**src/rtl/if_stage_pkg.sv**
```systemverilog
// Shared definitions for the instruction-fetch stage.
// Contents:
//   fetch_state_t     - fetch FSM encoding (FETCH, BUFFERED, DRAIN)
//   RESET_PC_DEFAULT  - default PC loaded on reset
//   NOP_INSTR_DEFAULT - default instruction word used for IF/ID bubbles
//   word_align        - clears the two low address bits of a redirect target
package if_stage_pkg;

  typedef enum logic [1:0] {
    FETCH    = 2'd0,
    BUFFERED = 2'd1,
    DRAIN    = 2'd2
  } fetch_state_t;

  localparam logic [31:0] RESET_PC_DEFAULT  = 32'h0000_0000;
  localparam logic [31:0] NOP_INSTR_DEFAULT = 32'h0000_0000;

  function automatic logic [31:0] word_align(input logic [31:0] addr);
    return addr & ~32'd3;
  endfunction

endpackage

```
**src/rtl/if_stage_ifid_reg.sv**
```systemverilog
// IF/ID pipeline register.
// Ports:
//   clock, reset      - rising-edge clock, async active-high reset
//   load              - capture pc4_in/instr_in as a valid instruction
//   flush             - write a bubble (NOP, valid=0, pc4 unchanged); beats load
//   pc4_in, instr_in  - incoming PC+4 and instruction word
//   pc4, instr, valid - registered contents presented to ID
module ifid_reg
  import if_stage_pkg::*;
#(
  parameter logic [31:0] NOP_INSTR = NOP_INSTR_DEFAULT
) (
  input  logic        clock,
  input  logic        reset,
  input  logic        load,
  input  logic        flush,
  input  logic [31:0] pc4_in,
  input  logic [31:0] instr_in,
  output logic [31:0] pc4,
  output logic [31:0] instr,
  output logic        valid
);

  // A bubble keeps pc4 so ID still sees a sensible return address.
  always_ff @(posedge clock or posedge reset) begin
    if (reset) begin
      pc4   <= 32'd0;
      instr <= NOP_INSTR;
      valid <= 1'b0;
    end else if (flush) begin
      instr <= NOP_INSTR;
      valid <= 1'b0;
    end else if (load) begin
      pc4   <= pc4_in;
      instr <= instr_in;
      valid <= 1'b1;
    end
  end

endmodule

```
**src/rtl/if_stage.sv**
```systemverilog
// Instruction-fetch stage: PC register, one-entry skid buffer, fetch FSM and
// the IF/ID register.
// Ports:
//   clock, reset                  - rising-edge clock, async active-high reset
//   PCWrite, IFIDWrite            - hazard-unit stall controls (0 = hold)
//   branch_taken, branch_target   - ID-stage branch redirect (wins over jump)
//   jump, jump_target             - ID-stage jump redirect
//   imem_req, imem_addr           - fetch request, held stable until imem_ready
//   imem_rdata, imem_ready        - memory response
//   IFID_PC4, IFID_Instr, IFID_Valid - IF/ID register contents
//   fetch_busy                    - waiting on memory or draining a stale fetch
module if_stage
  import if_stage_pkg::*;
#(
  parameter logic [31:0] RESET_PC  = RESET_PC_DEFAULT,
  parameter logic [31:0] NOP_INSTR = NOP_INSTR_DEFAULT
) (
  input  logic        clock,
  input  logic        reset,
  input  logic        PCWrite,
  input  logic        IFIDWrite,
  input  logic        branch_taken,
  input  logic [31:0] branch_target,
  input  logic        jump,
  input  logic [31:0] jump_target,
  output logic        imem_req,
  output logic [31:0] imem_addr,
  input  logic [31:0] imem_rdata,
  input  logic        imem_ready,
  output logic [31:0] IFID_PC4,
  output logic [31:0] IFID_Instr,
  output logic        IFID_Valid,
  output logic        fetch_busy
);

  fetch_state_t state;
  logic [31:0]  pc;
  logic [31:0]  buf_pc4;
  logic [31:0]  buf_instr;
  logic [31:0]  pend_target;

  logic         advance;
  logic         redirect;
  logic [31:0]  target;
  logic [31:0]  pc_plus4;

  logic         ifid_load;
  logic         ifid_flush;
  logic [31:0]  ifid_pc4_d;
  logic [31:0]  ifid_instr_d;

  assign advance  = PCWrite & IFIDWrite;
  assign redirect = branch_taken | jump;
  assign target   = word_align(branch_taken ? branch_target : jump_target);
  assign pc_plus4 = pc + 32'd4;

  // The request is dropped while reset is held so an in-flight fetch is
  // abandoned cleanly; no request is made while a word sits in the buffer.
  assign imem_req   = ~reset & (state != BUFFERED);
  assign imem_addr  = pc;
  assign fetch_busy = ~reset & (((state == FETCH) & ~imem_ready) | (state == DRAIN));

  // IF/ID control: a redirect always flushes, even under an IF/ID stall.
  // An advancing pipeline with no word available receives a bubble.
  always_comb begin
    ifid_load    = 1'b0;
    ifid_flush   = 1'b0;
    ifid_pc4_d   = pc_plus4;
    ifid_instr_d = imem_rdata;
    case (state)
      FETCH: begin
        if (redirect)                    ifid_flush = 1'b1;
        else if (imem_ready && advance)  ifid_load  = 1'b1;
        else if (!imem_ready && advance) ifid_flush = 1'b1;
      end
      BUFFERED: begin
        if (redirect) begin
          ifid_flush = 1'b1;
        end else if (advance) begin
          ifid_load    = 1'b1;
          ifid_pc4_d   = buf_pc4;
          ifid_instr_d = buf_instr;
        end
      end
      DRAIN: begin
        if (redirect) ifid_flush = 1'b1;
      end
      default: ;
    endcase
  end

  // Fetch FSM. DRAIN keeps the stale request alive until memory answers,
  // then jumps to the most recently latched redirect target.
  always_ff @(posedge clock or posedge reset) begin
    if (reset) begin
      state       <= FETCH;
      pc          <= RESET_PC;
      buf_pc4     <= 32'd0;
      buf_instr   <= NOP_INSTR;
      pend_target <= 32'd0;
    end else begin
      case (state)
        FETCH: begin
          if (imem_ready) begin
            if (redirect) begin
              pc <= target;
            end else if (advance) begin
              pc <= pc_plus4;
            end else begin
              buf_pc4   <= pc_plus4;
              buf_instr <= imem_rdata;
              state     <= BUFFERED;
            end
          end else if (redirect) begin
            pend_target <= target;
            state       <= DRAIN;
          end
        end
        BUFFERED: begin
          if (redirect) begin
            pc    <= target;
            state <= FETCH;
          end else if (advance) begin
            pc    <= pc_plus4;
            state <= FETCH;
          end
        end
        DRAIN: begin
          if (imem_ready) begin
            pc    <= redirect ? target : pend_target;
            state <= FETCH;
          end else if (redirect) begin
            pend_target <= target;
          end
        end
        default: state <= FETCH;
      endcase
    end
  end

  ifid_reg #(
    .NOP_INSTR(NOP_INSTR)
  ) u_ifid_reg (
    .clock   (clock),
    .reset   (reset),
    .load    (ifid_load),
    .flush   (ifid_flush),
    .pc4_in  (ifid_pc4_d),
    .instr_in(ifid_instr_d),
    .pc4     (IFID_PC4),
    .instr   (IFID_Instr),
    .valid   (IFID_Valid)
  );

endmodule

```
**config.mk**
```make
export PLATFORM = sky130hd
export DESIGN_NAME = if_stage
export DESIGN_NICKNAME = d
export VERILOG_FILES = /design/src/rtl/if_stage_pkg.sv /design/src/rtl/if_stage_ifid_reg.sv /design/src/rtl/if_stage.sv
export SDC_FILE = /design/constraint.sdc
export NUM_CORES = 1
export LEC_CHECK = 0
export ABC_CLOCK_PERIOD_IN_PS = 7700
export CAP_MARGIN = 30
export CORE_ASPECT_RATIO = 1.75
export CORE_MARGIN = 2
export CORE_UTILIZATION = 47
export DETAILED_ROUTE_END_ITERATION = 7
export HOLD_SLACK_MARGIN = 0.06
export PLACE_DENSITY = 0.77
export SLEW_MARGIN = 10
export SYNTH_ARGS = -nofsm -noshare
export SYNTH_HDL_FRONTEND = slang
export SYNTH_SLANG_ARGS = --single-unit
```
**constraint.sdc**
```tcl
create_clock -name clock -period 7.7 [get_ports clock]
set_input_delay 2.31 -clock clock [delete_from_list [all_inputs] [get_ports clock]]
set_output_delay 2.31 -clock clock [all_outputs]
set_load 0.05 [all_outputs]
```
## Yosys cells after proc, flatten, opt, wreduce, memory -nomap -nowiden

Index checks and enable logic that the tools add are counted.

- $add $sub $neg: 1
- Multipliers: 0
- Div/mod/pow operators: 0
- Magnitude comparators: 0
- Equality and inequality tests: 9
- Shifts and indexed selects: 0
- Mux-type cells: 35
- Bitwise gates (word level): 10
- Reductions and logical operators: 13

Operators with widths:

| kind | number |
|---|---|
| $mux W32 | 14 |
| $pmux W32 S3 | 1 |
| $add A32 B3 Y32 const B | 1 |
| $mux W2 | 7 |
| $ne A3 B3 Y1 const B | 4 |
| $mux W1 | 10 |
| $pmux W2 S3 | 1 |
| $reduce_and A3 Y1 | 2 |
| $reduce_and A5 Y1 | 1 |
| $and A1 B1 Y1 | 4 |
| $ne A2 B2 Y1 const B | 2 |
| $not A1 Y1 | 4 |
| $pmux W1 S2 | 2 |
| $reduce_and A2 Y1 | 2 |
| $reduce_or A2 Y1 | 2 |
| $reduce_bool A3 Y1 | 1 |
| $eq A2 B1 Y1 const B | 1 |
| $eq A2 B2 Y1 const B | 1 |
| $logic_and A1 B1 Y1 | 2 |
| $logic_not A2 Y1 | 1 |
| $ne A2 B1 Y1 const B | 1 |
| $or A1 B1 Y1 | 2 |
| $reduce_bool A2 Y1 | 1 |
| $logic_not A1 Y1 | 1 |

- Register bits: 195
- Bits in latches: 0
- Bits in writable memories: 0
- Bits in read-only memories: 0
- Output and inout bits: 99
- Logic and storage cells: 76
- Memories kept: 0

## Logic depth before layout (Yosys ltp)

Gate-level depths: netlist of the first run.

- Depth in word-level cells: 8
- Gate-level depth with buffers: 11

## Modules after synthesis

A second synthesis of the first run with hierarchy kept.

- Cell total of the unflattened synthesis: 1,093
- Area, all modules: 10,134.7 um^2

Modules (own cells, without submodules):

| module | times used | cells each | area each (um^2) | sequential area each (um^2) |
|---|---|---|---|---|
| if_stage | 1 | 916 | 7,482.2 | 3,253.1 |
| ifid_reg | 1 | 177 | 2,652.5 | 1,626.6 |

## Least setup slack after synthesis of the first run

Ideal clock, no wire load.

- Path kind: input to output
- From: in imem_ready
- To: out fetch_busy
- Arrival time: 3,265 ps
- Data required time: 5,390 ps
- Path slack: 2,125 ps
- Stages on the path: 2
- Cell sequence: nand2b_1 > a21oi_1

- Longest elaborated chain between the ends: 4

RTL lines:

| what | line | source |
|---|---|---|
| from (decl) | if_stage.sv:29 | `input logic imem_ready,` |
| $not A1 Y1 (no source line) | -- |  |
| $and A1 B1 Y1 | if_stage.sv:61 | `assign fetch_busy = ~reset & (((state == FETCH) & ~imem_ready) \| (state == DRAIN));` |
| $or A1 B1 Y1 | if_stage.sv:61 |  |
| $and A1 B1 Y1 | if_stage.sv:61 |  |
| to (decl) | if_stage.sv:33 | `output logic fetch_busy` |

Every way passes these cells.

## Final worst setup path of the first run

Ends and elaborated chain as after synthesis.

==> results of run 1 <==
==> worst min path at each step <==
stage,startpoint,to,slack [ns],depth (start not counted)
after floorplan,buf_pc4[18],buf_pc4[18],0.44,2
after global placement,buf_pc4[26],buf_pc4[26],0.45,2
after detailed placement,buf_instr[7],buf_instr[7],0.46,2
after CTS,buf_instr[7],buf_instr[7],0.48,2
after global routing,buf_instr[4],buf_instr[4],0.50,2
final,buf_instr[30],buf_instr[30],0.47,2
==> through the flow <==
step                      worst slack [ns]  hold slack, ns  instance area, µm²  utilization, %  power [mW]
after floorplan                     0.0778           0.442                9980               -        2.99
after global placement                1.28           0.454               12100            57.9        3.63
after detailed placement              1.28           0.462               12100            58.2        3.69
after CTS                             1.27           0.479               12700            61.0        4.57
after global routing                  1.21           0.498               12700            61.0        4.82
final                                 1.27           0.475               12700            61.0        4.56
==> flip-flops by register name, indices dropped and copies added, names as in the netlist <==
name / flops
buf_instr: 32
buf_pc4: 32
imem_addr: 32
pend_target: 32
u_ifid_reg.instr: 32
u_ifid_reg.pc4: 32
state: 2
u_ifid_reg.valid: 1
==> layer usage <==
layer | wire (µm) | part of all wire, % | GRT usage (%)
met4 | 1050 | 3.9 | 10.9
met3 | 1410 | 5.2 | 4.00
met2 | 13900 | 51 | 42.4
met5 | 0 | 0 | 0
met1 | 10900 | 40 | 31.1
==> area by class of cell <==
type | count | area, µm² | share of cell area (%)
clock buffers | 25 | 505 | 3.97
clock inverters | 7 | 72.6 | 0.570
flip-flops and latches | 195 | 4880 | 38.4
inverters | 20 | 82.6 | 0.649
well taps | 252 | 315 | 2.48
repair buffers | 215 | 2140 | 16.9
multi-input cells | 858 | 4720 | 37.1
==> cells in the mapped netlist (all sizes together) (3+ instances only) <==
| master | n |
|---|---|
| and2 | 8 |
| o21a | 6 |
| a22o | 3 |
| o211ai | 6 |
| ha | 5 |
| a221o | 5 |
| o22ai | 19 |
| o21ai | 106 |
| nand4 | 6 |
| o2bb2ai | 8 |
| a22oi | 11 |
| and3 | 8 |
| o31ai | 7 |
| a21oi | 65 |
| or3 | 6 |
| mux2 | 5 |
| o32a | 3 |
| inv | 19 |
| xor2 | 7 |
| nand2b | 16 |
| mux2i | 13 |
| and4 | 3 |
| clkbuf | 72 |
| nand3 | 13 |
| o21bai | 3 |
| o221ai | 4 |
| buf | 18 |
| o31a | 6 |
| or4 | 3 |
| dfrtp | 195 |
| nand2 | 265 |
| nor2b | 7 |
| nor2 | 122 |
| a211oi | 15 |
| xnor2 | 16 |
| a311oi | 32 |
| a31oi | 6 |
| nor4 | 8 |
| nor3 | 16 |
| a21o | 9 |
==> layout by cell type (no fill, tap or decap), types with 5 or more instances in the layout <==
cell,instances
a211oi_1,15
a21o_1,9
a21oi_1,65
a221o_1,5
a22oi_1,11
a311oi_1,32
a31oi_1,6
and2_1,7
and3_1,7
buf_4,14
clkbuf_16,17
clkbuf_8,5
clkdlybuf4s50_1,195
dfrtp_1,195
ha_1,5
inv_1,18
mux2_2,5
mux2i_1,13
nand2_1,265
nand2b_1,16
nand3_1,12
nor2_1,121
nor2b_1,7
nor3_1,14
nor4_1,6
o211ai_1,6
o21a_1,6
o21ai_0,105
o22ai_1,19
o2bb2ai_1,8
o31a_1,6
o31ai_1,6
xnor2_1,16
xor2_1,7
==> worst register-to-register path, cell delays in order, from the launching register on <==
cell and delay, ns:
dfrtp_1 0.50, inv_1 0.13, ha_1 0.33, a21oi_1 0.16, nor3_4 0.12, buf_4 0.54, o311ai_4 0.20, buf_4 0.34
nand2b_1 0.43, o221ai_1 0.25
==> logic make-up after synthesis <==
group	after synthesis	synth area share [%]
muxes	18	1.87
xor gates and xnor gates	23	2.02
DFF	195	48.9
and+or+nand+nor	485	21.2
AOI/OAI and AO/OA	327	21.1
adders and majority gates	5	0.627
buffers and inverters	110	4.34
==> power groups by stage <==
stage / Combinational, mW / Sequential [mW] / Clock, mW
2_1_floorplan: 0.820 / 2.17 / 0
3_3_place_gp: 1.89 / 1.74 / 0
3_5_place_dp: 1.93 / 1.76 / 0
4_1_cts: 1.94 / 1.74 / 0.886
5_1_grt: 2.09 / 1.81 / 0.929
6_report: 1.94 / 1.75 / 0.871
==> flow_metrics.env, run 1 <==
export IMPL_outcome="finished, final reports clean"
export IMPL_h_tree_depth=4
export IMPL_p_int_mw=2.58
export IMPL_place_inst=1539
export IMPL_end_kind="output port"
export IMPL_row_count=70
export IMPL_critPathSlowestCell="clkdlybuf4s50_1"
export IMPL_ir_worst_vdd_v=0.000198
export IMPL_seqPwrFrac_pct=38.4
export IMPL_initial_core_util_pct=47.9
export IMPL_cts_buffers=17
export IMPL_grt_overflow=0
export IMPL_cts_resized=0
export IMPL_synth_main_ff_cell="dfrtp_1"
export IMPL_dr_pass1_iters=5
export IMPL_critPathMaxFanout=7
export IMPL_tightest_slew_ns=0.915
export IMPL_path_class="primary input to output port"
export IMPL_fmax_mhz=156
export IMPL_cts_tree="done"
export IMPL_antenna_cells=0
export IMPL_synthArstFlopShare_pct=100
export IMPL_grt_max_degree=109
export IMPL_viasPerCell=5.79
export IMPL_share_comb_of_total_power_pct=42.5
export IMPL_drv_slew=0
export IMPL_grt_setup_unrepaired="no"
export IMPL_worstSetupStartpointType="primary input"
export IMPL_stdcell_count=1572
export IMPL_sw_frac_of_total_pct=43.3
export IMPL_p_per_area_nw_per_um2=358
export IMPL_yosysUniqueCellTypes=63
export IMPL_grt_pass1_vias=8730
export IMPL_setup_viol=0
export IMPL_finalHoldViolations=0
export IMPL_wl_per_cell_um=17.3
export IMPL_max_slew_margin_pct=38.9
export IMPL_critical_path_max_stage_delay_ns=0.82
export IMPL_r2r_start="state[1]"
export IMPL_synth_edf_count=0
export IMPL_fin_setup_tns_ns=0
export IMPL_cts_sinks=195
export IMPL_finalWeightedCongestion=0.827
export IMPL_finalCritPeriodShare_pct=83.5
export IMPL_yosys_area_top_type="dfrtp_1"
export IMPL_synth_top_area_share_pct=48.9
export IMPL_cts_clk_slew_worst_paths_ns=0.06
export IMPL_min_period_ns=6.43
export IMPL_cpMostUsedCell="clkdlybuf4s50_1"
export IMPL_die_w_um=114
export IMPL_drv_cap=0
export IMPL_nNetsFinal=1415
export IMPL_crit_path_end="fetch_busy"
export IMPL_finClkSkew_ns=0.00931
export IMPL_fillers=1814
export IMPL_ctsHoldBuffers=0
export IMPL_root_buffer="clkbuf_16"
export IMPL_ant_nets=0
export IMPL_core_area_um2=20800
export IMPL_die_y_um=197
export IMPL_syn_num_nets=1271
export IMPL_startpoint="imem_ready"
export IMPL_seq_area_frac_synth_pct=48.9
export IMPL_rr_endpoint="u_ifid_reg.pc4[14]"
export IMPL_synth_seq_cells=195
export IMPL_crit_buf_inv=2
export IMPL_syn_area_um2=9980
export IMPL_yosys_warnings=0
export IMPL_clockBufferDepth=2
export IMPL_routed_wl_mm=27.3
export IMPL_path_depth=4
export IMPL_syn_instance_count=1163
export IMPL_boundaryPins=202
export IMPL_p_sw_mw=1.97
export IMPL_hp_class="flip-flop to flip-flop"
export IMPL_track_usage_pct=24.9
export IMPL_worstRegToRegCells=9
export IMPL_critical_path_top_delay_family="buffers and inverters"
export IMPL_rrSetupSlack_ns=4.62
export IMPL_drc=0
export IMPL_power_frac_clock_pct=19.1
export IMPL_cp_required_ns=5.39
export IMPL_drtIter0Drc=605
export IMPL_grt_pass1_wl_mm=44.7
export IMPL_antenna_found_initial=0
export IMPL_layout_drive_gt1_share_pct=5.53
export IMPL_clock_latency_ns=0.44
export IMPL_syn_area_per_cell_um2=8.58
export IMPL_p_leak_nw=5.44
export IMPL_path_cells="clkdlybuf4s50_1 > nand2b_1 > a21oi_1 > clkdlybuf4s50_1"
export IMPL_crit_arrival_ns=4.12
export IMPL_syn_to_final_growth_pct=27.5
export IMPL_num_vias=9105
export IMPL_portBuffers=197
export IMPL_dp_hpwl_mm=19.1
export IMPL_dieArea_um2=22500
export IMPL_synthTopCellsByArea="dfrtp_1, nand2_1, o21ai_0, nor2_1, a21oi_1"
export IMPL_post_cts_buffers=0
No activity file was read; power rests on OpenSTA's default activity.
==> inputs of run 2 (changes only) <==
--- a/config.mk
+++ b/config.mk
@@ -5,14 +5,14 @@
 export SDC_FILE = /design/constraint.sdc
 export NUM_CORES = 1
 export LEC_CHECK = 0
-export ABC_CLOCK_PERIOD_IN_PS = 7700
+export ABC_CLOCK_PERIOD_IN_PS = 6250
 export CAP_MARGIN = 30
 export CORE_ASPECT_RATIO = 1.75
 export CORE_MARGIN = 2
-export CORE_UTILIZATION = 47
+export CORE_UTILIZATION = 52
 export DETAILED_ROUTE_END_ITERATION = 7
 export HOLD_SLACK_MARGIN = 0.06
-export PLACE_DENSITY = 0.77
+export PLACE_DENSITY = 0.81
 export SLEW_MARGIN = 10
 export SYNTH_ARGS = -nofsm -noshare
 export SYNTH_HDL_FRONTEND = slang
==> constraint.sdc (replaced) <==
create_clock -name clock -period 6.25 [get_ports clock]
set_input_delay 1.875 -clock clock [delete_from_list [all_inputs] [get_ports clock]]
set_output_delay 1.875 -clock clock [all_outputs]
set_load 0.05 [all_outputs]
==> flow_metrics.env, run 2 (synthesis gave the netlist of run 1 again) <==
export IMPL_ant_nets=0
export IMPL_tightest_slew_ns=0.922
export IMPL_ir_worst_vdd_v=0.000289
export IMPL_hp_class="flip-flop to flip-flop"
export IMPL_dieArea_um2=20400
export IMPL_hold_ws_ns=0.476
export IMPL_track_usage_pct=27.5
export IMPL_ctsHoldBuffers=0
export IMPL_dr_pass1_iters=5
export IMPL_fmax_mhz=180
export IMPL_finClkSkew_ns=0.0166
export IMPL_p_leak_nw=5.41
export IMPL_routed_wl_mm=27.1
export IMPL_drtIter0Drc=571
export IMPL_viasPerCell=5.83
export IMPL_critPathMaxFanout=7
export IMPL_cp_required_ns=4.38
export IMPL_fillers=1604
export IMPL_wl_per_cell_um=17.4
export IMPL_drv_cap=0
export IMPL_syn_to_final_growth_pct=26.8
export IMPL_utilization_pct=66.8
export IMPL_grt_setup_unrepaired="no"
export IMPL_dp_hpwl_mm=19.1
export IMPL_cts_buffers=17
export IMPL_row_count=67
export IMPL_outcome="finished, final reports clean"
export IMPL_p_per_area_nw_per_um2=441
export IMPL_boundaryPins=202
export IMPL_antenna_found_initial=0
export IMPL_clockBufferDepth=2
export IMPL_core_area_um2=18900
export IMPL_die_w_um=109
export IMPL_max_slew_margin_pct=38.5
export IMPL_end_kind="output port"
export IMPL_path_class="primary input to output port"
export IMPL_num_vias=9101
export IMPL_final_cell_mix="nand2_1, dfrtp_1, clkdlybuf4s50_1"
export IMPL_grt_pass1_wl_mm=44.8
export IMPL_die_y_um=187
export IMPL_nNetsFinal=1414
export IMPL_worstSetupStartpointType="primary input"
export IMPL_setup_viol=0
export IMPL_drc=0
export IMPL_multiInputGateArea_um2=4720
export IMPL_layout_drive_gt1_share_pct=5.69
export IMPL_fin_setup_tns_ns=0
export IMPL_cts_clk_slew_worst_paths_ns=0.06
export IMPL_h_tree_depth=4
export IMPL_min_period_ns=5.56
export IMPL_clock_latency_ns=0.44
export IMPL_final_common_cell="nand2_1"
export IMPL_post_cts_buffers=0
export IMPL_grt_max_degree=111
export IMPL_cts_sinks=195
export IMPL_grt_overflow=0
export IMPL_antenna_cells=0
export IMPL_initial_core_util_pct=52.7
export IMPL_cts_resized=0
export IMPL_crit_arrival_ns=3.69
export IMPL_grt_pass1_vias=8963
export IMPL_register_area_um2=4880
export IMPL_cts_tree="done"
export IMPL_root_buffer="clkbuf_16"
export IMPL_finalHoldViolations=0
export IMPL_finalWeightedCongestion=0.931
export IMPL_drv_slew=0
export IMPL_portBuffers=197
export IMPL_finalCritPeriodShare_pct=89.0
==> run 2: final timing paths <==
| kind | cells after the start | startpoint | slack, ns | endpoint |
|---|---|---|---|---|
| setup reg to reg | 8 | state[0] | 2.88 | imem_addr[28] |
| min in group asynchronous | 2 | reset | 1.95 | imem_addr[2] |
| max in group asynchronous | 3 | reset | 3.14 | u_ifid_reg.instr[3] |
| setup / recovery | 4 | imem_ready | 0.69 | fetch_busy |
| hold reg to reg | 2 | buf_instr[10] | 0.48 | buf_instr[10] |
| hold / removal | 2 | buf_instr[10] | 0.48 | buf_instr[10] |
==> run 2: per-layer routing <==
| metal | GRT usage [%] | part of all wire (%) | up-vias |
|---|---|---|---|
| met5 | 0 | 0 | - |
| met4 | 11.8 | 3.5 | 0 |
| met3 | 4.11 | 5.3 | 63 |
| met2 | 48.1 | 52 | 357 |
| met1 | 33.1 | 39 | 4341 |
| li1 | - | - | 4340 |
==> run 2: layout make-up <==
cell class / instances / area share (%)
multi-input combinational: 858 / 37.3
tap: 241 / 2.38
clock inverter: 14 / 0.930
inverter: 20 / 0.623
timing repair buffer: 214 / 16.7
sequential: 195 / 38.6
clock buffer: 18 / 3.47
==> run 2: critical path: stages <==
cell and delay [ns]:
clkdlybuf4s50_1 0.52, nand2b_1 0.29, a21oi_1 0.19, clkdlybuf4s50_1 0.82
==> run 2: through the flow <==
| step | area [µm²] | std cells | total power [mW] | setup WS (ns) |
|---|---|---|---|---|
| floorplan | 9980 | 1163 | 3.68 | 1.54 |
| global placement | 12100 | 1527 | 4.46 | 0.720 |
| detailed placement | 12100 | 1527 | 4.53 | 0.699 |
| CTS | 12600 | 1559 | 5.58 | 0.691 |
| global route | 12600 | 1560 | 5.90 | 0.618 |
| finish | 12600 | 1560 | 5.58 | 0.687 |
==> run 2: where the power goes <==
part | total (mW) | internal [mW] | switching, mW
registers | 2.16 | 1.73 | 0.424
logic | 2.37 | 0.836 | 1.54
clock network | 1.05 | 0.534 | 0.511
==> inputs of run 3 (changes only) <==
--- a/config.mk
+++ b/config.mk
@@ -9,10 +9,9 @@
 export CAP_MARGIN = 30
 export CORE_ASPECT_RATIO = 1.75
 export CORE_MARGIN = 2
-export CORE_UTILIZATION = 52
+export CORE_UTILIZATION = 40
 export DETAILED_ROUTE_END_ITERATION = 7
 export HOLD_SLACK_MARGIN = 0.06
-export PLACE_DENSITY = 0.81
 export SLEW_MARGIN = 10
 export SYNTH_ARGS = -nofsm -noshare
 export SYNTH_HDL_FRONTEND = slang
==> flow_metrics.env, run 3 (synthesis gave the netlist of run 1 again) <==
export IMPL_outcome="finished, final reports clean"
export IMPL_syn_to_final_growth_pct=28.0
export IMPL_register_area_um2=4880
export IMPL_grt_max_degree=144
export IMPL_core_area_um2=24500
export IMPL_routed_wl_mm=28.7
export IMPL_cts_buffers=17
export IMPL_finalHoldViolations=0
export IMPL_die_w_um=123
export IMPL_sw_frac_of_total_pct=43.1
export IMPL_clockBufferDepth=2
export IMPL_wl_per_cell_um=17.6
export IMPL_cts_tree="done"
export IMPL_critPathSlowestCell="clkdlybuf4s50_1"
export IMPL_end_kind="output port"
export IMPL_viasPerCell=5.42
export IMPL_drv_slew=0
export IMPL_power_frac_clock_pct=19.2
export IMPL_worstSetupStartpointType="primary input"
export IMPL_multiInputGateArea_um2=4720
export IMPL_stdcell_count=1634
export IMPL_h_tree_depth=4
export IMPL_share_comb_of_total_power_pct=42.4
export IMPL_cp_required_ns=4.38
export IMPL_grt_pass1_wl_mm=45.5
export IMPL_fin_setup_tns_ns=0
export IMPL_dieArea_um2=26300
export IMPL_final_cell_mix="nand2_1, dfrtp_1, clkdlybuf4s50_1"
export IMPL_cts_resized=0
export IMPL_p_leak_nw=5.43
export IMPL_finalCritPeriodShare_pct=88.5
export IMPL_crit_arrival_ns=3.66
export IMPL_drv_cap=0
export IMPL_p_sw_mw=2.42
export IMPL_nNetsFinal=1417
export IMPL_boundaryPins=202
export IMPL_ir_worst_vdd_v=0.000247
export IMPL_finalWeightedCongestion=0.808
export IMPL_antenna_found_initial=0
export IMPL_root_buffer="clkbuf_16"
export IMPL_drc=0
export IMPL_seqPwrFrac_pct=38.4
export IMPL_setup_viol=0
export IMPL_clock_latency_ns=0.45
export IMPL_critPathMaxFanout=7
export IMPL_tightest_slew_ns=0.954
export IMPL_grt_pass1_vias=8497
export IMPL_layout_drive_gt1_share_pct=5.30
export IMPL_grt_setup_unrepaired="no"
export IMPL_track_usage_pct=22.5
export IMPL_grt_overflow=0
export IMPL_min_period_ns=5.53
export IMPL_fmax_mhz=181
export IMPL_path_class="primary input to output port"
export IMPL_antenna_cells=0
export IMPL_place_inst=1601
export IMPL_cts_sinks=195
export IMPL_finClkSkew_ns=0.00861
export IMPL_row_count=76
export IMPL_critical_path_max_stage_delay_ns=0.81
export IMPL_p_per_area_nw_per_um2=439
export IMPL_ant_nets=0
export IMPL_cts_clk_slew_worst_paths_ns=0.06
export IMPL_initial_core_util_pct=40.7
export IMPL_dp_hpwl_mm=20.2
export IMPL_drtIter0Drc=583
export IMPL_worstRegToRegCells=8
export IMPL_ctsHoldBuffers=0
export IMPL_path_cells="clkdlybuf4s50_1 > nand2b_1 > a21oi_1 > clkdlybuf4s50_1"
export IMPL_final_common_cell="nand2_1"
export IMPL_hold_depth=2
export IMPL_cpMostUsedCell="clkdlybuf4s50_1"
export IMPL_fillers=2358
export IMPL_hold_ws_ns=0.472
export IMPL_p_int_mw=3.19
export IMPL_portBuffers=197
export IMPL_die_y_um=213
export IMPL_max_slew_margin_pct=36.3
export IMPL_post_cts_buffers=0
export IMPL_dr_pass1_iters=5
export IMPL_hp_class="flip-flop to flip-flop"
export IMPL_num_vias=8861
==> run 3: cell count changes in the layout (fill, tap and decap cells not counted), sizes merged <==
cell      change
clkbuf        +9
bufinv        +2
inv           -9
clkinvlp      -2
buf           +3
==> run 3: final cells by class <==
| class | instances | share of cell area, % |
|---|---|---|
| Sequential cell | 195 | 38.2 |
| Multi-Input combinational cell | 858 | 37.0 |
| Timing Repair Buffer | 217 | 16.8 |
| Clock buffer | 27 | 3.78 |
| Tap cell | 312 | 3.06 |
| Inverter | 20 | 0.617 |
| Clock inverter | 5 | 0.588 |
==> run 3: critical path, delay by kind of cell <==
kind,cells,cell delay [ns]
buffers and inverters,2,1.31
AOI/OAI and AO/OA,1,0.19
and+or+nand+nor,1,0.28
==> run 3: final timing paths <==
kind                             from             end  slack [ns]
max in group asynchronous       reset    imem_addr[7]        3.59
hold reg to reg            buf_pc4[3]      buf_pc4[3]        0.47
setup / recovery           imem_ready      fetch_busy        0.72
hold / removal             buf_pc4[3]      buf_pc4[3]        0.47
setup reg to reg             state[1]   imem_addr[28]        3.16
min in group asynchronous       reset  pend_target[1]        2.03
==> run 3: power by group through the flow <==
| stage | sequential (mW) | combinational, mW | clock (mW) |
|---|---|---|---|
| 2_1_floorplan | 2.67 | 1.01 | 0 |
| 3_3_place_gp | 2.15 | 2.35 | 0 |
| 3_5_place_dp | 2.17 | 2.39 | 0 |
| 4_1_cts | 2.15 | 2.40 | 1.11 |
| 5_1_grt | 2.22 | 2.58 | 1.15 |
| 6_report | 2.15 | 2.38 | 1.07 |
==> run 3: metal layers <==
layer  up-vias  routed length [µm]  track usage (%)
met5         -                   0                0
met4         0                 531             6.62
met3        31                1470             4.51
met2       262               15000             39.1
met1      4213               11700             27.7
li1       4355                   -                -
==> run 3: stage by stage <==
step / utilization (%) / total power [mW] / worst slack, ns / area, µm²
after floorplan: - / 3.68 / 1.54 / 9980
after global placement: 49.6 / 4.51 / 0.718 / 12200
after detailed placement: 49.7 / 4.56 / 0.695 / 12200
after CTS: 52.0 / 5.65 / 0.697 / 12800
after global routing: 52.0 / 5.96 / 0.628 / 12800
final: 52.0 / 5.60 / 0.716 / 12800
